## src/rtl/vector_exec_sequencer.sv

```systemverilog
// Vector execute stage sequencer: walks ceil(V/L) chunks, one per cycle after accept, then pulses done_o.
// Upstream is held via stall_o until the last chunk; new starts are only taken in IDLE or DONE.
module vector_exec_sequencer #(
  parameter int N = 32,
  parameter int V = 20,
  parameter int L = 4,
  localparam int C  = (V + L - 1) / L,
  localparam int CW = (C > 1) ? $clog2(C) : 1
) (
  input  logic          CLK,
  input  logic          RST,
  input  logic          start_i,
  input  logic [1:0]    OpType_i,
  input  logic [1:0]    ALUControl_i,
  input  logic          flush_i,
  output logic          busy_o,
  output logic          stall_o,
  output logic [CW-1:0] counter_o,
  output logic [L-1:0]  lane_en_o,
  output logic          join_we_o,
  output logic [1:0]    OpType_o,
  output logic [1:0]    ALUControl_o,
  output logic          done_o
);

  typedef enum logic [1:0] {IDLE, RUN, DONE} state_t;

  // Element width has no datapath here; it only has to be a sane value.
  localparam bit N_OK = (N > 0);

  state_t        state, state_nxt;
  logic [CW-1:0] counter, counter_nxt;
  logic [1:0]    op_q, op_nxt;
  logic [1:0]    alu_q, alu_nxt;
  logic          last_chunk;
  logic          accept;

  assign last_chunk = (counter == CW'(C - 1));
  assign accept     = N_OK && start_i && !flush_i &&
                      ((OpType_i == 2'b01) || (OpType_i == 2'b10));

  always_ff @(posedge CLK or negedge RST) begin
    if (!RST) begin
      state   <= IDLE;
      counter <= '0;
      op_q    <= 2'b00;
      alu_q   <= 2'b00;
    end else begin
      state   <= state_nxt;
      counter <= counter_nxt;
      op_q    <= op_nxt;
      alu_q   <= alu_nxt;
    end
  end

  always_comb begin
    state_nxt   = state;
    counter_nxt = counter;
    op_nxt      = op_q;
    alu_nxt     = alu_q;
    case (state)
      IDLE: begin
        if (accept) begin
          state_nxt   = RUN;
          counter_nxt = '0;
          op_nxt      = OpType_i;
          alu_nxt     = ALUControl_i;
        end
      end
      RUN: begin
        if (flush_i) begin
          state_nxt   = IDLE;
          counter_nxt = '0;
        end else if (last_chunk) begin
          state_nxt   = DONE;
          counter_nxt = '0;
        end else begin
          counter_nxt = counter + CW'(1);
        end
      end
      DONE: begin
        // Back-to-back start skips IDLE so the only bubble is the DONE cycle.
        if (accept) begin
          state_nxt   = RUN;
          counter_nxt = '0;
          op_nxt      = OpType_i;
          alu_nxt     = ALUControl_i;
        end else begin
          state_nxt   = IDLE;
          counter_nxt = '0;
        end
      end
      default: begin
        state_nxt   = IDLE;
        counter_nxt = '0;
      end
    endcase
  end

  always_comb begin
    lane_en_o = '0;
    if (state == RUN) begin
      for (int j = 0; j < L; j++) begin
        if (int'(counter) * L + j < V) lane_en_o[j] = 1'b1;
      end
    end
  end

  assign busy_o       = (state == RUN);
  assign join_we_o    = (state == RUN);
  assign stall_o      = (state == RUN) && !last_chunk;
  assign done_o       = (state == DONE);
  assign counter_o    = counter;
  assign OpType_o     = op_q;
  assign ALUControl_o = alu_q;

endmodule

```

## config.mk

```make
export PLATFORM = sky130hd
export DESIGN_NAME = vector_exec_sequencer
export DESIGN_NICKNAME = d
export VERILOG_FILES = /design/src/rtl/vector_exec_sequencer.sv
export SDC_FILE = /design/constraint.sdc
export NUM_CORES = 1
export LEC_CHECK = 0
export ABC_AREA = 0
export CAP_MARGIN = 20
export CORE_MARGIN = 10
export CORE_UTILIZATION = 35
export CTS_BUF_LIST = sky130_fd_sc_hd__clkbuf_2
export CTS_CLUSTER_SIZE = 25
export DETAILED_ROUTE_END_ITERATION = 16
export HOLD_SLACK_MARGIN = 0.15
export PLACE_DENSITY = 0.78
export SYNTH_ARGS = -nofsm -noshare
export SYNTH_HDL_FRONTEND = slang
export SYNTH_SLANG_ARGS = --single-unit
```

## constraint.sdc

```tcl
create_clock -name CLK -period 1.73 [get_ports CLK]
set_input_delay 0.346 -clock CLK [delete_from_list [all_inputs] [get_ports CLK]]
set_output_delay 0.346 -clock CLK [all_outputs]
set_load 0.05 [all_outputs]
```

---- Word level (Yosys, flattened, before mapping) ----
Cells that the tools add are included.
operators by class
  $add $sub $neg .......................... 4
  magnitude comparators ................... 4
  equality and inequality tests ........... 7
  muxes and demuxes ....................... 14
  reduce and logical (&&, ||, !) cells .... 10
operators with widths
  kind                   count
  $lt A6 B5 Y1 const B   3
  $add A5 B2 Y6 const B  2
  $mux W3                3
  $add A5 B1 Y6 const B  1
  $mux W2                3
  $pmux W2 S3            1
  $pmux W3 S2            1
  $lt A5 B5 Y1 const B   1
  $mux W1                5
  $eq A2 B1 Y1 const B   2
  $eq A2 B2 Y1 const B   2
  $mux W4                1
  $reduce_and A2 Y1      2
  $add A3 B1 Y3 const B  1
  $eq A3 B3 Y1 const B   1
  $logic_and A1 B1 Y1    3
  $ne A3 B2 Y1 const B   1
  $logic_not A1 Y1       2
  $logic_not A2 Y1       1
  $ne A2 B2 Y1 const B   1
  $reduce_or A2 Y1       1
  $logic_or A1 B1 Y1     1
storage, ports and cells
  register bits after elaboration ......... 9
  bits of input ports ..................... 8
  output and inout port bits .............. 15
  word-level logic and storage cells ...... 43

---- Depth between registers and ports, before layout ----
Gate-level depths: netlist (run 1).
  depth in word-level cells ............... 5
  gate-level depth with buffers ........... 5
  depth with buffers taken out ............ 5

---- Worst setup path before layout (run 1) ----
No wires, ideal clock.
  path type ............................... register -> output
  start ................................... register counter[0] (netlist: counter_o[0])
  end ..................................... output lane_en_o[2]
  arrival ................................. 2112 ps
  data required time ...................... 1384 ps
  path slack .............................. -728 ps
  cell stages (with the launch flop) ...... 6
  path buffers ............................ 1
  cells stage by stage .................... dfrtp_1 > inv_1 > ha_1 > inv_1 > a21oi_1 > buf_4
on the way
  cells in the longest elaborated chain, start to end .. 4
RTL lines
  what                    RTL line  RTL
  from (decl)             32        logic [CW-1:0] counter, counter_nxt;
  from (signal assigned)  50        counter <= counter_nxt;
  $add A5 B2 Y6           104       if (int'(counter) * L + j < V) lane_en_o[j] = 1'b1;
  $lt A6 B5 Y1            104
  $mux W1                 104
  $mux W4                 102       if (state == RUN) begin
  to (decl)               19        output logic [L-1:0] lane_en_o,
Every way passes these cells.

---- Final worst setup path (run 1) ----
  start ................................... register state[1]
  end ..................................... output lane_en_o[3]
on the way
  cells in the longest elaborated chain, start to end .. 2
RTL lines
  what                    RTL line  RTL
  from (decl)             31        state_t state, state_nxt;
  from (signal assigned)  49        state <= state_nxt;
  $eq A2 B1 Y1            102
  $mux W4                 102
Every way passes these cells.

==> key figures, run 1 <==
Clock network
  – Worst skew pair latency: 240 ps
  – CTS Buf Count: 3
  – Worst-path clk slew: approximately 90 ps
  – Hold Buf Count CTS: 0
  – TritonCTS clock tree: built
  – Clock Tree Buf Depth: 2
  – CTS HTree Levels: 1
  – Clock sink count: 9
  – Clk root buf: clkbuf_2

Floorplan
  – Chip height: 57.9 um
  – Initial core utilization: roughly 38%
  – I/O pin total: 23
  – Die width: slightly below 60 um
  – Rows: 13
  – Total core area: ~1300 sq um
  – Die area: between 3000 and 4000 sq um

Timing
  – Relative slew slack: 72.3%
  – Count of final setup violators: 0
  – Hold Vio Cnt, Final: 0
  – Worst slew pin tran: 415 ps
  – Max frequency: 595 MHz
  – Final Slew Violations: 0
  – Worst Skew: 3.16 ps
  – Crit share post-route: 97.2%
  – Fin crit period: 1680 ps
  – RSZ-0062 raised after global routing: yes
  – Min setup slack post-route: 48.7 ps

Drt
  – Drt wl/cell: 14.8 um
  – Pre-Repair DR Iteration Count: 6
  – Drt drc: 0
  – Final ANT Viol Nets: 0
  – Wirelength, routed: ~1400 um
  – Vias per inst: 5.04
  – Detailed Route Iter0 Violations: 9
  – Detailed-route via count: 464

GRT
  – Initial antenna violation count: 0
  – Tot GR Track Use: 8.48%
  – Grt ovf: 0
  – Largest net degree at the start of global routing: 10
  – Met3 GRT Util: 4.14%
  – Grt peak-use layer: met2
  – First-pass GRT wire length: 2280 um
  – Met1 Track Usage GR: under 10%
  – Number of global-route vias before repair: 517
  – Global Route met2 Usage: 15.5%

Synth
  – Ys Warns: 0
  – Post-Syn Instances: 50
  – Netlist cell types: 19
  – Post-synthesis sequential area ratio: 44.9%
  – Syn Area/Cell: ~10 sq um
  – Syn nets: 61
  – Netlist Area Pre-Place: ~500 sq um
  – Synth Register Bits: 9

Finish
  – ANT cells: 0
  – Most common cell after layout, fill and taps aside: buf_4
  – Share of layout cells above drive strength 1: 49.4%
  – Multi-input logic area: 267 sq um
  – Most frequent cells in the layout: buf_4 (11), buf_12 (9), dfrtp_1 (7), nand2_1 (7), clkdlybuf4s50_1 (7)
  – Reg area: 228 sq um
  – FILL cells: 99
  – Final net count: 89
  – Area grow syn2layout: 76.3%

Status
  – Run status: complete, no violations

Placed design
  – PortBufs: 22
  – Dpl hpwl: between 1000 and 1500 um
  – Dpl ws: -288 ps
  – Routability Congestion: between 0.7 and 0.8

Setup path
  – Reg2Reg Depth: 2
  – CP required: 1380 ps
  – Crit Path Category: flop to primary output
  – Crit Path Max Fanout: 5
  – Crit path launch type: flop
  – CP Capture Type: primary output
  – Critical path arrival: 1340 ps

Worst hold path
  – Hold Crit Class: input pin to async pin

Job
  – Number of max-cap violations: 0

Pwr
  – Leakage power: 0.420 nW
  – Overall Power: ~0.0010 W
  – Worst vdd ir: approximately 0.57 mV
  – Pwr dens: around 1200 nW/um^2
## routing by layer
metal	up-vias	wire, um
li1	218	-
met1	226	457
met2	16	748
met3	4	112
met4	0	40
met5	-	0
## path summary, 6_finish.rpt
check                                      from              end  slack (ps)
worst max-delay path                   state[1]     lane_en_o[3]          50
worst max register to register         state[0]  ALUControl_o[0]         270
worst min register to register  ALUControl_o[1]  ALUControl_o[1]         520
max in group asynchronous                   RST     counter_o[1]        1020
worst min-delay path                        RST  ALUControl_o[0]         390
min in group CLK                ALUControl_o[1]  ALUControl_o[1]         520
## cell usage after synthesis
cell / n / area share (%)
mux2_4: 3 / 9.0
mux2i_1: 1 / 2.0
inv_1: 5 / 3.7
dfrtp_1: 9 / 45
nor2b_1: 2 / 2.5
nand2_1: 7 / 5.2
or4b_1: 1 / 2.0
o22ai_1: 1 / 1.2
nor2_1: 2 / 1.5
buf_2: 1 / 1.0
nor3_1: 1 / 1.0
buf_4: 3 / 4.5
nand2b_1: 1 / 1.2
ha_1: 3 / 7.5
o21a_1: 1 / 1.5
o21ai_0: 3 / 3.0
nor3b_1: 3 / 4.5
a21oi_1: 2 / 2.0
xnor2_1: 1 / 1.7
## layout make-up
class,count,share of cell area (%)
Sequential cell,9,25.7
Clock buffer,4,2.26
Tap cell,15,2.12
Timing Repair Buffer,27,37.6
Inverter,5,2.12
Multi-Input combinational cell,32,30.1
## registers in the layout, summed over array words and instances (netlist names)
name / flops
state: 2
counter_o: 3
OpType_o: 2
ALUControl_o: 2
## repair_timing
item | 4_1_cts | 5_1_grt
setup endpoints to repair | 6 | 3
endpoints found under the hold margin | 0 | 0
buffers inserted | 2 | 0
gates resized for setup | 5 | 0
pin swaps | 1 | 2
## critical path: stages (launching register included)
cell	delay, ps
dfrtp_1	410
nand2b_2	250
a21oi_4	250
buf_12	180
## stage by stage
step / hold slack (ps) / instances / area (sq um) / utilization, % / TNS (ps)
floorplan: 50.4 / 50 / 526 / - / -54.0
global placement: 505 / 86 / 831 / 62.3 / -942
detailed placement: 500 / 86 / 831 / 62.3 / -1240
CTS: 395 / 92 / 885 / 66.3 / 0
global route: 401 / 92 / 885 / 66.3 / -84.5
finish: 392 / 92 / 885 / 66.3 / 0
## where the power goes
group,internal [W],switching (W)
Combinational,0.000249,0.000375
Clock,0.0000614,0.0000723
Sequential,0.000257,0.0000329
Total,0.000567,0.000481
## cells by family after synthesis
kind of cell               Yosys count  synth area share [%]
xor gates and xnor gates             1                  1.75
adders and majority gates            3                  7.48
DFF                                  9                  44.9
buffers and inverters                9                  9.23
AOI/OAI and AO/OA                    7                  7.73
muxes                                4                  11.0
and+or+nand+nor                     17                  18.0
(Power assumes the default switching activity.)
==> inputs of run 2 (changes only) <==
CAP_MARGIN = unset   (was 20)
PLACE_DENSITY = 0.81   (was 0.78)
==> key figures, run 2 (synthesis results as in run 1) <==
Timing
  – Fin crit period: 1670 ps (-9.42 ps)
  – Crit share post-route: 96.6% (-0.54 points)
  – TNS Setup: 0 ps (unchanged)
  – Worst slew pin tran: 393 ps (-21.8 ps)
  – Count of final setup violators: 0 (unchanged)
  – Hold Vio Cnt, Final: 0 (unchanged)
  – Min setup slack post-route: 58.1 ps (+9.42 ps)
  – Max frequency: 598 MHz (+0.56%)
  – Relative slew slack: 73.7% (+1.5 points)
  – Worst hold margin: 377 ps (-14.7 ps)
  – Worst Skew: 2.49 ps (-0.668 ps)
  – Final Slew Violations: 0 (unchanged)

Pwr
  – Worst vdd ir: 0.641 mV (+12%)
  – Pwr dens: 1180 nW/um^2 (-0.22%)
  – Leakage power: 0.421 nW (+0.26%)

Floorplan
  – I/O pin total: 23 (unchanged)
  – Total core area: 1330 sq um (unchanged)
  – Chip height: 57.9 um (unchanged)
  – Rows: 13 (unchanged)
  – Initial core utilization: 37.6% (unchanged)
  – Die area: 3350 sq um (unchanged)
  – Die width: 57.9 um (unchanged)

Clock network
  – Worst skew pair latency: 250 ps (about the same)
  – Worst-path clk slew: 90 ps (about the same)
  – Clock Tree Buf Depth: 2 (unchanged)
  – CTS Buf Count: 3 (unchanged)
  – Hold Buf Count CTS: 0 (unchanged)
  – CTS HTree Levels: 1 (unchanged)
  – Clk root buf: clkbuf_2
  – Clock sink count: 9 (unchanged)
  – TritonCTS clock tree: built

Setup path
  – Crit Path Category: input pin to flop
  – CP Capture Type: flop
  – Critical-path cell list: clkdlybuf4s50_1, xnor2_1, or4b_4, mux2_4
  – Critical Path Slowest Stage Cell: or4b_4
  – Worst Setup EP: ALUControl_o[0]
  – Slowest stage delay, CP: 540 ps (+130 ps)
  – Critical path arrival: 1810 ps (+470 ps)
  – CP required: 1870 ps (+490 ps)
  – Worst r2r dst: ALUControl_o[0]
  – Crit path from: OpType_i[0]
  – Crit path launch type: input pin
  – Reg2Reg Depth: 2 (unchanged)
  – R2R setup slack: 220 ps (-50 ps)
  – Crit Path Max Fanout: 5 (unchanged)
  – RR Startpoint: state[0]

GRT
  – First-pass GRT wire length: 2340 um (+2.5%)
  – Number of global-route vias before repair: 503 (-2.7%)
  – Initial antenna violation count: 0 (unchanged)
  – Tot GR Track Use: 8.61% (+0.14 points)
  – Grt ovf: 0 (unchanged)
  – Largest net degree at the start of global routing: 10 (unchanged)

Finish
  – Final net count: 89 (unchanged)
  – Largest register FFs: 3 (unchanged)
  – Share of layout cells above drive strength 1: 49.4% (unchanged)
  – Most frequent cells in the layout: buf_4 (11), buf_12 (9), dfrtp_1 (7), nand2_1 (7), clkdlybuf4s50_1 (7)
  – Final instance area: 890 sq um (+0.57%)
  – ANT cells: 0 (unchanged)
  – Final cell count without fillers: 92 (unchanged)
  – Most common cell after layout, fill and taps aside: buf_4
  – Area grow syn2layout: 77.3%

Status
  – Run status: complete, no violations

Job
  – Number of max-cap violations: 0 (unchanged)

Drt
  – Detailed Route Iter0 Violations: 5 (-4)
  – Detailed-route via count: 445 (-4.1%)
  – Pre-Repair DR Iteration Count: 3 (-3)
  – Drt wl/cell: 15.1 um (+2.2%)
  – Wirelength, routed: 1390 um (+2.2%)
  – Vias per inst: 4.84 (-4.1%)
  – Final ANT Viol Nets: 0 (unchanged)
  – Drt drc: 0 (unchanged)

Worst hold path
  – Hold Crit Class: input pin to async pin

Placed design
  – DP Area: 831 sq um (unchanged)
  – PortBufs: 22 (unchanged)
  – Dpl cells: 86 (unchanged)
  – Dpl ws: -295 ps (-6.73 ps)
  – Dpl hpwl: 1040 um (-4.2%)
  – Routability Congestion: 0.830 (+7.7%)
==> run 2: cell types whose count changed in the layout (fill, tap and decap cells not counted) <==
cell      change
nand2b_4      +1
nand2b_2      -1
==> run 2: report_power, final <==
| group | leakage [nW] | internal [W] | switching, W |
|---|---|---|---|
| Sequential | 0.112 | 0.000257 | 0.0000385 |
| Clock | 0.0166 | 0.0000614 | 0.0000748 |
| Combinational | 0.292 | 0.000247 | 0.000373 |
| Total | 0.421 | 0.000565 | 0.000486 |
==> run 2: repair_timing <==
item                       in CTS  in global routing
setup endpoints to repair       6                  3
gates resized for setup         2                  4
pin swaps                       1                  2
gates cloned                    0                  0
setup buffers                   2                  0
==> run 2: routing by layer <==
| metal | track usage (%) | vias up | part of all wire [%] |
|---|---|---|---|
| met5 | 0 | - | 0 |
| li1 | - | 215 | - |
| met2 | 14.9 | 12 | 56 |
| met1 | 8.59 | 218 | 36 |
| met3 | 5.01 | 0 | 7.7 |
| met4 | 2.35 | 0 | 0 |
==> run 2: layout make-up <==
| class | instances | area (sq um) |
|---|---|---|
| repair buffers | 27 | 333 |
| flip-flops and latches | 9 | 228 |
| clock buffers | 4 | 20.0 |
| inverters | 5 | 18.8 |
| fillers | 93 | 444 |
| well taps | 15 | 18.8 |
| multi-input cells | 32 | 272 |
==> run 2: worst min path at each step <==
stage,from,endpoint,slack [ps],cells after the start
final,RST,ALUControl_o[1],380,1
after global routing,RST,counter_o[2],400,1
after CTS,RST,counter_o[2],380,1
after detailed placement,OpType_o[0],OpType_o[0],510,1
after global placement,ALUControl_o[0],ALUControl_o[0],500,1
after floorplan,RST,ALUControl_o[0],50,0
==> run 2: per-stage QoR <==
stage               total power, W  util [%]
floorplan                 0.000660         -
global placement          0.000868      62.3
detailed placement        0.000877      62.3
CTS                        0.00104      65.4
global route               0.00111      66.7
finish                     0.00105      66.7
==> run 2: worst max-delay path: cells and delay by family <==
kind	cells	cell delay (ps)
buf+inv	1	440
xor+xnor	1	160
simple gates	1	540
mux	1	320
